File: src/rtl/sprite_arb_pkg.sv
// Shared types and default sizing for the sprite ROM arbiter.
package sprite_arb_pkg;

    typedef enum logic {
        IDLE   = 1'b0,
        LOCKED = 1'b1
    } arb_state_t;

    localparam int N_REQ_DEF     = 3;
    localparam int ADDR_W_DEF    = 19;
    localparam int DATA_W_DEF    = 4;
    localparam int MAX_BURST_DEF = 16;

endpackage

File: src/rtl/sprite_rom_arbiter_arb_pick.sv
// Circular first-set picker: scans mask from start upward with wrap and
// returns the first set bit as one-hot plus its index.
module arb_pick #(
    parameter int N  = 3,
    parameter int IW = $clog2(N)
) (
    input  logic [N-1:0]  mask,
    input  logic [IW-1:0] start,
    output logic [N-1:0]  onehot,
    output logic [IW-1:0] idx,
    output logic          valid
);

    int i;

    // Priority scan starting at 'start'; first hit wins.
    always_comb begin
        onehot = '0;
        idx    = '0;
        valid  = 1'b0;
        i      = 0;
        for (int k = 0; k < N; k++) begin
            i = (int'(start) + k) % N;
            if (!valid && mask[i]) begin
                valid     = 1'b1;
                onehot[i] = 1'b1;
                idx       = IW'(i);
            end
        end
    end

endmodule

File: src/rtl/sprite_rom_arbiter.sv
// Shared sprite ROM arbiter: grants one requester per cycle, supports
// locked bursts bounded by MAX_BURST, returns ROM data with latency 1.
// Define SPRITE_ARB_RR_EN for round-robin arbitration; the default build
// uses fixed priority (lowest index wins).
module sprite_rom_arbiter
    import sprite_arb_pkg::*;
#(
    parameter int N_REQ     = N_REQ_DEF,
    parameter int ADDR_W    = ADDR_W_DEF,
    parameter int DATA_W    = DATA_W_DEF,
    parameter int MAX_BURST = MAX_BURST_DEF
) (
    input  logic                    vga_clk,
    input  logic                    reset_n,
    input  logic [N_REQ-1:0]        req,
    input  logic [N_REQ-1:0]        lock,
    input  logic [N_REQ*ADDR_W-1:0] addr,
    output logic [N_REQ-1:0]        gnt,
    output logic [N_REQ-1:0]        rvalid,
    output logic [DATA_W-1:0]       rdata,
    output logic [ADDR_W-1:0]       rom_address,
    input  logic [DATA_W-1:0]       rom_q
);

    localparam int IW = $clog2(N_REQ);

    arb_state_t        state, state_nx;
    logic [IW-1:0]     owner, owner_nx;
    logic [7:0]        count, count_nx;
    logic [IW-1:0]     start;
    logic [N_REQ-1:0]  owner_oh, others, mask;
    logic [N_REQ-1:0]  win_oh, gnt_c;
    logic [IW-1:0]     win_idx;
    logic              win_vld, hold, at_max;

    assign owner_oh = N_REQ'(1) << owner;
    assign others   = req & ~owner_oh;
    // Burst still running: only the owner may be served.
    assign hold     = (state == LOCKED) && lock[owner] && (count < 8'(MAX_BURST));
    // Burst exhausted: step aside if anyone else is waiting.
    assign at_max   = (state == LOCKED) && (count == 8'(MAX_BURST));
    assign mask     = (at_max && (|others)) ? others : req;

`ifdef SPRITE_ARB_RR_EN
    logic [IW-1:0] ptr, ptr_nx;

    assign start = (int'(ptr) == N_REQ - 1) ? '0 : IW'(ptr + 1'b1);

    // Pointer follows the last winner of an open (non-held) arbitration.
    always_comb begin
        ptr_nx = ptr;
        if (!hold && win_vld) ptr_nx = win_idx;
    end

    // Round-robin pointer register.
    always_ff @(posedge vga_clk or negedge reset_n) begin
        if (!reset_n) ptr <= IW'(N_REQ - 1);
        else          ptr <= ptr_nx;
    end
`else
    assign start = '0;
`endif

    arb_pick #(.N(N_REQ), .IW(IW)) u_pick (
        .mask   (mask),
        .start  (start),
        .onehot (win_oh),
        .idx    (win_idx),
        .valid  (win_vld)
    );

    // Next-state and grant decode.
    always_comb begin
        state_nx = state;
        owner_nx = owner;
        count_nx = count;
        gnt_c    = '0;
        if (hold) begin
            if (req[owner]) begin
                gnt_c    = owner_oh;
                count_nx = count + 8'd1;
            end
        end else if (win_vld) begin
            gnt_c = win_oh;
            if (lock[win_idx]) begin
                state_nx = LOCKED;
                owner_nx = win_idx;
                count_nx = 8'd1;
            end else begin
                state_nx = IDLE;
                count_nx = 8'd0;
            end
        end
    end

    assign gnt = gnt_c & {N_REQ{reset_n}};

    // Route the granted requester's address to the ROM.
    always_comb begin
        rom_address = '0;
        for (int k = 0; k < N_REQ; k++)
            if (gnt[k]) rom_address = addr[k*ADDR_W +: ADDR_W];
    end

    // FSM state, owner and burst counter.
    always_ff @(posedge vga_clk or negedge reset_n) begin
        if (!reset_n) begin
            state <= IDLE;
            owner <= '0;
            count <= '0;
        end else begin
            state <= state_nx;
            owner <= owner_nx;
            count <= count_nx;
        end
    end

    // Read return: capture ROM data one cycle after the grant.
    always_ff @(posedge vga_clk or negedge reset_n) begin
        if (!reset_n) begin
            rvalid <= '0;
            rdata  <= '0;
        end else begin
            rvalid <= gnt;
            if (|gnt) rdata <= rom_q;
        end
    end

endmodule
File: config.mk
export PLATFORM = sky130hd
export DESIGN_NAME = sprite_rom_arbiter
export DESIGN_NICKNAME = d
export VERILOG_FILES = /design/src/rtl/sprite_arb_pkg.sv /design/src/rtl/sprite_rom_arbiter_arb_pick.sv /design/src/rtl/sprite_rom_arbiter.sv
export SDC_FILE = /design/constraint.sdc
export NUM_CORES = 1
export LEC_CHECK = 0
export CELL_PAD_IN_SITES_DETAIL_PLACEMENT = 1
export CELL_PAD_IN_SITES_GLOBAL_PLACEMENT = 2
export CORE_UTILIZATION = 21
export CTS_CLUSTER_SIZE = 16
export DETAILED_ROUTE_END_ITERATION = 10
export HOLD_SLACK_MARGIN = 0.05
export PLACE_DENSITY_LB_ADDON = 0.1
export SYNTH_ARGS = -nofsm -noshare
export SYNTH_HDL_FRONTEND = slang
export SYNTH_SLANG_ARGS = --single-unit
export TNS_END_PERCENT = 1
File: constraint.sdc
create_clock -name vga_clk -period 3.7 [get_ports vga_clk]
set_input_delay 0.74 -clock vga_clk [delete_from_list [all_inputs] [get_ports vga_clk]]
set_output_delay 0.74 -clock vga_clk [all_outputs]
set_load 0.005 [all_outputs]
==> results_tabular.tex, run 1 <==
\begin{tabular}{lr}
\hline
Metric & Value \\
\hline
\multicolumn{2}{l}{\textbf{Setup path}} \\
Reg2reg path depth & 8 \\
Worst Setup Start Kind & primary input \\
Worst flop-to-flop path endpoint & count[0] \\
Crit-path cells & clkdlybuf4s50\_1 -> nor2\_1 -> o41a\_1 -> a2111o\_1 -> a21o\_1 -> buf\_12 -> a31oi\_1 -> clkbuf\_2 \\
Highest cell delay on the worst timing path & 520 ps \\
R2R Setup Slk & 1140 ps \\
CP top delay family & compound AO/OA/AOI/OAI gates \\
Crit path buffers/inverters & 3 \\
Stages on worst setup path & 8 \\
Highest fanout seen on the critical path & 20 \\
Worst R2R Start & count[5] \\
Arrival time reported for the critical path endpoint & 2880 ps \\
Data required time of the critical path & 2960 ps \\
Slowest library cell on the worst path & clkdlybuf4s50\_1 \\
Crit end category & primary output \\
Critical setup path kind & in2out \\
\multicolumn{2}{l}{\textbf{Drt}} \\
DRC violations left & 0 \\
Total iterations of the first detailed-routing run & 5 \\
Detailed-route via count & 2424 \\
Number of DRC markers after the initial detailed-route iteration & 92 \\
Routed wire length per instance & 16.6 um \\
Drt via density & 5.16 \\
ANT nets after route & 0 \\
Total routed wirelength & 7800 um \\
\multicolumn{2}{l}{\textbf{Min path}} \\
Launch point of the worst hold path & count[5] \\
Class of the tightest hold or removal check & reg2reg \\
Number of cells on the worst hold path & 1 \\
Endpoint of the worst hold-timing path & count[5] \\
\multicolumn{2}{l}{\textbf{GRT}} \\
Total global routing track utilization & 0.161 \\
Maximum number of pins on one net before global-route repair & 22 \\
Via count of the first global-routing pass & 2441 \\
Grt total ovfl & 0 \\
Global-route wire length before repair & 12600 um \\
Antenna violations before repair & 0 \\
\multicolumn{2}{l}{\textbf{CTS}} \\
Clock slew seen by the registers of the worst setup and hold paths & 60 ps \\
Level count of the clock H-tree & 1 \\
TritonCTS clock tree & built \\
Number of clock sinks & 18 \\
Cts bufs inserted & 3 \\
Latest clock arrival within the worst-skew pair & 250 ps \\
Maximum count of clock buffers along a single path & 2 \\
CTS root buffer & clkbuf\_8 \\
\multicolumn{2}{l}{\textbf{Run}} \\
Max-cap check violation count & 0 \\
\multicolumn{2}{l}{\textbf{Timing}} \\
Final worst path period need & 3620 ps \\
Tightest slew margin relative to the limit & 0.733 \\
Achievable frequency & 0.276 GHz \\
Final-report setup violation count & 0 \\
Worst Clk Skew & 7.26 ps \\
Worst hold slack & 507 ps \\
Ratio of final minimum period to clock period & 0.979 \\
Final-report max-slew violation count & 0 \\
Unrepaired setup endpoints after global routing & no \\
Fin. Hold Viols & 0 \\
Worst-margin pin slew & 401 ps \\
\multicolumn{2}{l}{\textbf{Floorplan}} \\
Placeable core region & 8760 um2 \\
Number of rows in the core area & 34 \\
Die extent in x & 97.2 um \\
Area enclosed by the die boundary & 9450 um2 \\
Initial core utilization & 0.217 \\
Die Y & 97.2 um \\
Total I/O pin count & 98 \\
\multicolumn{2}{l}{\textbf{Synthesis}} \\
Top cell type's share of synthesized area & 0.237 \\
Number of distinct library cells after synthesis & 47 \\
Synth Cell Area & 1900 um2 \\
Synthesized netlist cell count & 241 \\
Yosys Warn Count & 0 \\
Top cell type by total area after synthesis & dfrtp\_1 \\
Async set-reset flop share out of synthesis & 1.00 \\
Count of state elements after synthesis & 18 \\
Biggest area contributors in the synthesized netlist & dfrtp\_1, a41oi\_1, o211ai\_1, a211oi\_2, a31oi\_1 \\
Sequential fraction of the synthesis area & 0.237 \\
Synthesized net count & 312 \\
Number of enable-type register cells in the synthesized netlist & 0 \\
Primary FF master, synth & dfrtp\_1 \\
Mean post-synth cell area & 7.90 um2 \\
\multicolumn{2}{l}{\textbf{Final layout}} \\
Number of nets at the end of the flow & 434 \\
Most frequent cells in the layout & clkdlybuf4s50\_1, buf\_4, nor2\_1 \\
FILL cells & 1041 \\
ANT cells & 0 \\
Synth-to-Final Area Change & 81.0\% \\
Fraction of layout cells with a size suffix above 1 & 0.304 \\
Leading cell type in the layout, fill and taps excluded & clkdlybuf4s50\_1 \\
\multicolumn{2}{l}{\textbf{Power}} \\
Largest vdd supply drop & 0.136 mV \\
Cell leakage power & 1.33 nW \\
PD cells & 380 nW/um2 \\
Overall power after layout & 1.31 mW \\
\multicolumn{2}{l}{\textbf{Run status}} \\
Outcome & finished clean \\
\multicolumn{2}{l}{\textbf{Placement}} \\
Port-buffer cells & 97 \\
Detailed-placement wirelength estimate & 5760 um \\
Final weighted congestion in routability-driven placement & 0.783 \\
\hline
\end{tabular}
stage by stage:
| step | TNS, ps | util | setup slack, ps | instance area, um2 | instances |
|---|---|---|---|---|---|
| 2_1_floorplan | 0 | - | 591 | 1900 | 241 |
| 3_3_place_gp | -1800 | 0.373 | -127 | 3270 | 460 |
| 3_5_place_dp | -1910 | 0.373 | -139 | 3270 | 460 |
| 4_1_cts | -1040 | 0.379 | -79.7 | 3320 | 464 |
| 5_1_grt | 0 | 0.393 | 5.44 | 3450 | 470 |
| 6_report | 0 | 0.393 | 78.0 | 3450 | 470 |
area by class of cell:
type | instances | area [um2] | area share
multi-input combinational | 188 | 1440 | 0.417
timing repair buffer | 144 | 1340 | 0.388
sequential | 18 | 450 | 0.131
tap | 108 | 135 | 0.0392
clock buffer | 4 | 55.1 | 0.0160
inverter | 8 | 30.0 | 0.00871
repair_timing:
| item | CTS | global route |
|---|---|---|
| setup buffers | 0 | 6 |
| endpoints found under the setup margin | 22 | 22 |
| pin swaps | 4 | 5 |
| gates resized for setup | 26 | 60 |
| hold buffers | 0 | 0 |
power by group:
| part | leakage [nW] | internal, mW | switching, mW |
|---|---|---|---|
| registers | 0.233 | 0.246 | 0.0405 |
| logic | 1.06 | 0.450 | 0.413 |
| clock network | 0.0288 | 0.0945 | 0.0663 |
| total | 1.33 | 0.791 | 0.520 |
cells in the mapped netlist (2+ instances only):
| cell type | count |
|---|---|
| o22ai_1 | 2 |
| a21o_1 | 2 |
| a211oi_2 | 10 |
| buf_6 | 2 |
| nand2b_1 | 3 |
| mux2i_1 | 3 |
| a21boi_0 | 2 |
| a211oi_1 | 9 |
| a41oi_1 | 19 |
| nor2b_1 | 3 |
| o211ai_1 | 19 |
| and3_1 | 2 |
| a22oi_1 | 2 |
| a21oi_1 | 3 |
| dfrtp_1 | 18 |
| ha_1 | 2 |
| inv_1 | 8 |
| o21ai_1 | 2 |
| nor2_1 | 29 |
| nand2_1 | 27 |
| clkbuf_1 | 18 |
| mux2_2 | 4 |
| or3_1 | 2 |
| o41a_1 | 2 |
| a31oi_1 | 20 |
| buf_2 | 7 |
how the worst max path moves through the flow:
stage                   from              end  slack (ps)
floorplan           count[0]  rom_address[10]         590
global placement      req[2]   rom_address[7]        -130
detailed placement    req[2]   rom_address[8]        -140
CTS                 count[0]   rom_address[7]         -80
global route          req[2]   rom_address[7]           5
finish                req[2]  rom_address[15]          80
cells by family (layout without fill, tap and decap cells):
group / after synthesis / in the layout / share of synthesized area
compound gates: 104 / 104 / 0.449
fa+ha+maj: 2 / 2 / 0.0131
buf+inv: 35 / 156 / 0.0815
flops: 18 / 18 / 0.237
mux: 7 / 7 / 0.0394
simple gates: 75 / 75 / 0.180
per-layer routing:
metal | part of all wire | wire length, um | GRT usage
met5 | 0 | 0 | 0
met4 | 0.0065 | 51 | 0.0226
met3 | 0.058 | 456 | 0.0403
met2 | 0.46 | 3570 | 0.270
met1 | 0.48 | 3720 | 0.213
flip-flops by register name, summed over array words and instances, names as in the netlist:
name and cells:
count 8, owner 2, rdata 4, rvalid 3, state 1
No activity file was read; power rests on OpenSTA's default activity.
==> run 2: changes to the inputs <==
HOLD_SLACK_MARGIN = default   (was 0.05)
SYNTH_HIERARCHICAL = 1   (was default)
==> run 2 against run 1 <==
  * The run now ends with negative setup slack left
  * Via count fell by 9.7%
  * Flip-flop and latch count did not move
  * Synthesized cell count fell by 15%
  * Count of clock-buffer cells in the layout did not move
  * Final cell count rose by 0.64%
  * Critical endpoint is now rom_address[8]
  * Critical path type is now reg2out
  * Highest routed layer unchanged
  * Die area fell by 5.6%
  * Largest power group unchanged
==> results_tabular.tex, run 2 <==
\begin{tabular}{lr}
\hline
Metric & Value \\
\hline
\multicolumn{2}{l}{\textbf{Power}} \\
Largest vdd supply drop & 0.152 mV \\
Net switching power & 481 uW \\
Relative contribution of sequential cells to total power & 0.212 \\
Clock power share & 0.123 \\
Cell leakage power & 1.49 nW \\
Cell Int Power & 836 uW \\
Switching part of the total power & 0.365 \\
Part of the total power dissipated in combinational logic & 0.666 \\
PD cells & 375 nW/um2 \\
\multicolumn{2}{l}{\textbf{Floorplan}} \\
Die extent in x & 94.5 um \\
Area enclosed by the die boundary & 8920 um2 \\
Initial core utilization & 0.217 \\
Die Y & 94.5 um \\
Number of rows in the core area & 33 \\
Placeable core region & 8260 um2 \\
Total I/O pin count & 98 \\
\multicolumn{2}{l}{\textbf{Setup path}} \\
Data required time of the critical path & 2960 ps \\
Crit-path cells & nor4b\_4 -> nand4\_1 -> a31oi\_1 -> o21ai\_2 -> o31a\_1 -> buf\_6 -> mux2i\_4 -> buf\_6 -> a21oi\_2 -> a31oi\_1 -> nand3\_2 -> mux2i\_4 -> buf\_6 -> buf\_6 -> buf\_6 -> nand2\_1 -> o21ai\_1 -> buf\_2 \\
Worst Setup Start Kind & flip-flop \\
Crit path buffers/inverters & 6 \\
Most frequent CP cell & buf\_6 \\
Slowest library cell on the worst path & dfrtp\_1 \\
Crit end category & primary output \\
Highest fanout seen on the critical path & 4 \\
CP top delay family & compound AO/OA/AOI/OAI gates \\
Arrival time reported for the critical path endpoint & 3380 ps \\
Critical setup path kind & reg2out \\
Highest cell delay on the worst timing path & 410 ps \\
\multicolumn{2}{l}{\textbf{Drt}} \\
DRC violations left & 0 \\
Routed length on met3 & 218 um \\
Drt via density & 4.63 \\
ANT nets after route & 0 \\
Highest routed layer & met4 \\
Detailed route wirelength on metal2 & 3750 um \\
Wire length the detailed router placed on met1 & 3290 um \\
Total iterations of the first detailed-routing run & 4 \\
Total routed wirelength & 7360 um \\
Detailed-route via count & 2188 \\
Routed wire length per instance & 15.6 um \\
Number of DRC markers after the initial detailed-route iteration & 55 \\
\multicolumn{2}{l}{\textbf{Synthesis}} \\
Most frequently used cell type in the post-synthesis netlist & nand2\_1 \\
Mean post-synth cell area & 8.72 um2 \\
Biggest area contributors in the synthesized netlist & dfrtp\_1, a22oi\_1, nand2\_1, mux2\_2, ha\_1 \\
Leading cell types by count after synthesis & nand2\_1, a22oi\_1, dfrtp\_1 \\
Number of distinct library cells after synthesis & 57 \\
Primary FF master, synth & dfrtp\_1 \\
Synthesized netlist cell count & 206 \\
Synth Cell Area & 1800 um2 \\
Yosys Warn Count & 6 \\
Number of enable-type register cells in the synthesized netlist & 0 \\
Top cell type by total area after synthesis & dfrtp\_1 \\
Count of state elements after synthesis & 18 \\
Async set-reset flop share out of synthesis & 1.00 \\
Top cell type's share of synthesized area & 0.251 \\
Sequential fraction of the synthesis area & 0.251 \\
\multicolumn{2}{l}{\textbf{GRT}} \\
Via count of the first global-routing pass & 2201 \\
Grt total ovfl & 0 \\
Maximum number of pins on one net before global-route repair & 20 \\
Total global routing track utilization & 0.162 \\
Global-route wire length before repair & 11300 um \\
Antenna violations before repair & 0 \\
\multicolumn{2}{l}{\textbf{Timing}} \\
Worst hold slack & 506 ps \\
Final-report setup violation count & 21 \\
Achievable frequency & 0.243 GHz \\
Fin. Hold Viols & 0 \\
Final worst path period need & 4120 ps \\
Unrepaired setup endpoints after global routing & yes \\
Ratio of final minimum period to clock period & 1.11 \\
Final-report max-slew violation count & 0 \\
Setup slack of the critical path after layout & -422 ps \\
Worst Clk Skew & 7.02 ps \\
\multicolumn{2}{l}{\textbf{CTS}} \\
Latest clock arrival within the worst-skew pair & 250 ps \\
TritonCTS clock tree & built \\
Level count of the clock H-tree & 1 \\
Cts bufs inserted & 3 \\
Clock slew seen by the registers of the worst setup and hold paths & 70 ps \\
Number of clock sinks & 18 \\
CTS root buffer & clkbuf\_8 \\
Maximum count of clock buffers along a single path & 2 \\
CTS Hold Buffers Added & 0 \\
\multicolumn{2}{l}{\textbf{Final layout}} \\
Synth-to-Final Area Change & 95.7\% \\
Registers with the highest flip-flop counts & count (8), rdata (4), rvalid (3) \\
Leading cell type in the layout, fill and taps excluded & clkdlybuf4s50\_1 \\
Most frequent cells in the layout & clkdlybuf4s50\_1, buf\_4, buf\_6 \\
Number of nets at the end of the flow & 444 \\
Largest register by flop count & count \\
Fraction of layout cells with a size suffix above 1 & 0.364 \\
Flip-flop count of the largest register, all copies and words added & 8 \\
ANT cells & 0 \\
\multicolumn{2}{l}{\textbf{Run status}} \\
Violated checks & negative setup slack \\
Outcome & finished with violations \\
\multicolumn{2}{l}{\textbf{Min path}} \\
Class of the tightest hold or removal check & reg2reg \\
\multicolumn{2}{l}{\textbf{Placement}} \\
Port-buffer cells & 97 \\
Placement Setup Slack & -859 ps \\
Final weighted congestion in routability-driven placement & 0.779 \\
Detailed-placement wirelength estimate & 5460 um \\
\multicolumn{2}{l}{\textbf{Run}} \\
Max-cap check violation count & 0 \\
\hline
\end{tabular}
## run 2: layout make-up
cell class	count	area, um2
clock buffer	4	55.1
fill	967	4740
inverter	11	41.3
multi-input combinational	171	1310
sequential	18	450
tap	105	131
timing repair buffer	164	1530
## run 2: repair_timing
item / CTS / global route
setup endpoints to repair: 22 / 26
pin swaps: 18 / 11
gates resized for setup: 130 / 12
setup buffers: 25 / 1
gates cloned: 2 / 0
## run 2: kinds of logic (layout without fill, tap and decap cells)
kind of cell,Yosys count,in the layout,share of synthesized area
AND/OR/NAND/NOR,67,67,0.206
other,1,6,0.00209
adder cells (fa/ha/maj),6,6,0.0418
XOR/XNOR,3,3,0.0146
flip-flops,18,18,0.251
buffers and inverters,22,179,0.0718
multiplexers,14,14,0.104
AO/OA/AOI/OAI,75,75,0.309
## run 2: through the flow
step	instance area (um2)	setup TNS, ps	instances	utilization	total power [mW]
after CTS	3470	-7790	472	0.420	1.31
after floorplan	1820	0	211	-	0.668
after detailed placement	3150	-18260	441	0.382	1.09
final	3510	-7050	473	0.425	1.32
after global placement	3150	-16860	441	0.382	1.07
after global routing	3510	-11510	473	0.425	1.41
## run 2: final timing paths
path	start	depth (start not counted)	end	slack (ps)
max in group asynchronous	reset_n	3	count[6]	2410
worst min-delay path	rdata[2]	1	rdata[2]	510
min in group asynchronous	reset_n	3	owner[0]	1090
worst min register to register	rdata[2]	1	rdata[2]	510
worst max register to register	count[6]	17	rdata[3]	170
worst max-delay path	count[6]	18	rom_address[8]	-420
## run 2: routing by layer
layer  vias to the layer above  GRT usage
met5                         -          0
met4                         0     0.0404
met3                         8     0.0145
met2                        42      0.281
met1                      1057      0.214
li1                       1081          -
## run 2: power groups by stage
stage	logic, mW	clock network [mW]	registers [mW]
finish	0.877	0.161	0.279
floorplan	0.382	0	0.286
CTS	0.864	0.165	0.280
global placement	0.792	0	0.281
global route	0.949	0.177	0.286
detailed placement	0.803	0	0.283
==> run 3: changes to the inputs <==
SETUP_SLACK_MARGIN = 0.2   (was default)
==> run 3 against run 2 <==
  * The run still ends with negative setup slack left
  * Routed wire length is 8.7% higher
  * First-iteration DRC count is 35% lower
  * Final cell count is 1.5% higher
  * Clock power is 16% lower
  * Hold slack better by 5.8 ps
  * Core utilization is 2.8 points higher
==> results_tabular.tex, run 3 (synthesized netlist as in run 2, its figures left out) <==
\begin{tabular}{lr}
\hline
Metric & Value \\
\hline
\multicolumn{2}{l}{\textbf{Drt}} \\
Total iterations of the first detailed-routing run & 4 \\
Detailed-route via count & 2259 \\
Total routed wirelength & 8000 um \\
Drt via density & 4.71 \\
ANT nets after route & 0 \\
Number of DRC markers after the initial detailed-route iteration & 36 \\
Routed wire length per instance & 16.7 um \\
DRC violations left & 0 \\
\multicolumn{2}{l}{\textbf{Setup path}} \\
Highest cell delay on the worst timing path & 360 ps \\
Highest fanout seen on the critical path & 10 \\
Crit end category & primary output \\
Data required time of the critical path & 2960 ps \\
Worst Setup Start Kind & primary input \\
Arrival time reported for the critical path endpoint & 3470 ps \\
Crit-path cells & clkdlybuf4s15\_1 -> mux2i\_1 -> a21oi\_1 -> o21ai\_2 -> buf\_4 -> o31a\_1 -> nand2b\_1 -> buf\_4 -> o32a\_1 -> a21oi\_2 -> nand3\_2 -> o22ai\_4 -> buf\_6 -> buf\_6 -> buf\_16 -> a22oi\_2 -> o21ai\_1 -> buf\_2 \\
Slowest library cell on the worst path & o32a\_1 \\
Critical setup path kind & in2out \\
\multicolumn{2}{l}{\textbf{CTS}} \\
Level count of the clock H-tree & 1 \\
CTS Hold Buffers Added & 0 \\
Clock slew seen by the registers of the worst setup and hold paths & 70 ps \\
Cts bufs inserted & 3 \\
Latest clock arrival within the worst-skew pair & 250 ps \\
Maximum count of clock buffers along a single path & 2 \\
Number of clock sinks & 18 \\
TritonCTS clock tree & built \\
CTS root buffer & clkbuf\_8 \\
\multicolumn{2}{l}{\textbf{Final layout}} \\
Total area of multi-input combinational cells & 1430 um2 \\
Synth-to-Final Area Change & 109\% \\
Leading cell type in the layout, fill and taps excluded & clkdlybuf4s50\_1 \\
Area taken by flip-flops and latches & 450 um2 \\
FILL cells & 966 \\
ANT cells & 0 \\
Largest register by flop count & count \\
Non-Filler Instances & 480 \\
Most frequent cells in the layout & clkdlybuf4s50\_1, buf\_4, nand2\_1 \\
Registers with the highest flip-flop counts & count (8), rdata (4), rvalid (3) \\
Number of nets at the end of the flow & 452 \\
Flip-flop count of the largest register, all copies and words added & 8 \\
Fraction of layout cells with a size suffix above 1 & 0.432 \\
Final cell area excluding filler cells & 3750 um2 \\
\multicolumn{2}{l}{\textbf{Timing}} \\
Final-report max-slew violation count & 0 \\
Final worst path period need & 4210 ps \\
Fin. Hold Viols & 0 \\
Unrepaired setup endpoints after global routing & yes \\
Worst Clk Skew & 0.833 ps \\
Setup slack of the critical path after layout & -506 ps \\
Ratio of final minimum period to clock period & 1.14 \\
Achievable frequency & 0.238 GHz \\
Final-report setup violation count & 22 \\
\multicolumn{2}{l}{\textbf{Floorplan}} \\
Total I/O pin count & 98 \\
Area enclosed by the die boundary & 8920 um2 \\
Placeable core region & 8260 um2 \\
Number of rows in the core area & 33 \\
Die extent in x & 94.5 um \\
Initial core utilization & 0.217 \\
Die Y & 94.5 um \\
\multicolumn{2}{l}{\textbf{GRT}} \\
Met1 Resource Use GR & 0.205 \\
Antenna violations before repair & 0 \\
Grt total ovfl & 0 \\
Via count of the first global-routing pass & 2273 \\
Total global routing track utilization & 0.169 \\
Busiest grt layer & met2 \\
GRT met3 Usage & 0.0314 \\
Global-route wire length before repair & 11700 um \\
GR Layer Usage met2 & 0.318 \\
Maximum number of pins on one net before global-route repair & 15 \\
\multicolumn{2}{l}{\textbf{Placement}} \\
Placement Setup Slack & -976 ps \\
Final weighted congestion in routability-driven placement & 0.794 \\
Placed insts & 442 \\
Detailed-placement wirelength estimate & 5190 um \\
Port-buffer cells & 97 \\
Placement-stage cell area & 3170 um2 \\
\multicolumn{2}{l}{\textbf{Power}} \\
Largest vdd supply drop & 0.252 mV \\
Cell leakage power & 1.56 nW \\
PD cells & 364 nW/um2 \\
Overall power after layout & 1.37 mW \\
\multicolumn{2}{l}{\textbf{Run}} \\
Max-cap check violation count & 0 \\
\multicolumn{2}{l}{\textbf{Min path}} \\
Class of the tightest hold or removal check & reg2reg \\
\multicolumn{2}{l}{\textbf{Run status}} \\
Violated checks & negative setup slack \\
Outcome & finished with violations \\
\hline
\end{tabular}
-- run 3: per-layer routing --
layer  vias up  part of all wire
li1       1094                 -
met1      1096              0.41
met2        67              0.52
met3         2             0.065
met4         0            0.0048
met5         -                 0
-- run 3: layout make-up --
class	instances	area share
repair buffers	172	0.442
multi-input cells	171	0.380
flip-flops and latches	18	0.120
well taps	105	0.0351
clock buffers	3	0.0110
inverters	11	0.0110
-- run 3: where the power goes --
| group | leakage, nW | internal (mW) | switching [mW] | total (mW) |
|---|---|---|---|---|
| clock network | 0.0216 | 0.0722 | 0.0625 | 0.135 |
| logic | 1.30 | 0.537 | 0.412 | 0.949 |
| registers | 0.235 | 0.249 | 0.0327 | 0.281 |
-- run 3: worst paths after layout --
| path | from | endpoint | slack [ps] | cells past startpoint |
|---|---|---|---|---|
| worst min register to register | rdata[3] | rdata[3] | 510 | 1 |
| max in group asynchronous | reset_n | rdata[0] | 2450 | 3 |
| worst max-delay path | req[2] | rom_address[12] | -510 | 18 |
| worst min-delay path | rdata[3] | rdata[3] | 510 | 1 |
| worst max register to register | count[6] | rdata[1] | 50 | 19 |
| min in group asynchronous | reset_n | state | 830 | 2 |
-- run 3: stage by stage --
step	hold WS (ps)	TNS [ps]	util
after detailed placement	508	-20660	0.384
final	512	-8560	0.454
after CTS	518	-8740	0.435
after global routing	543	-13660	0.454
after global placement	487	-20710	0.384
after floorplan	444	0	-
-- run 3: worst max-delay path, delay by kind of cell --
family                 cells  cell delay [ps]
multiplexers               1              140
AND/OR/NAND/NOR            2              190
AO/OA/AOI/OAI              8             1410
buffers and inverters      7              990
-- run 3: what timing repair did --
item                       4_1_cts  5_1_grt
gates resized for setup        128       26
buffers inserted                27        3
pin swaps                       23       36
cloned                           4        1
setup endpoints to repair       26       29
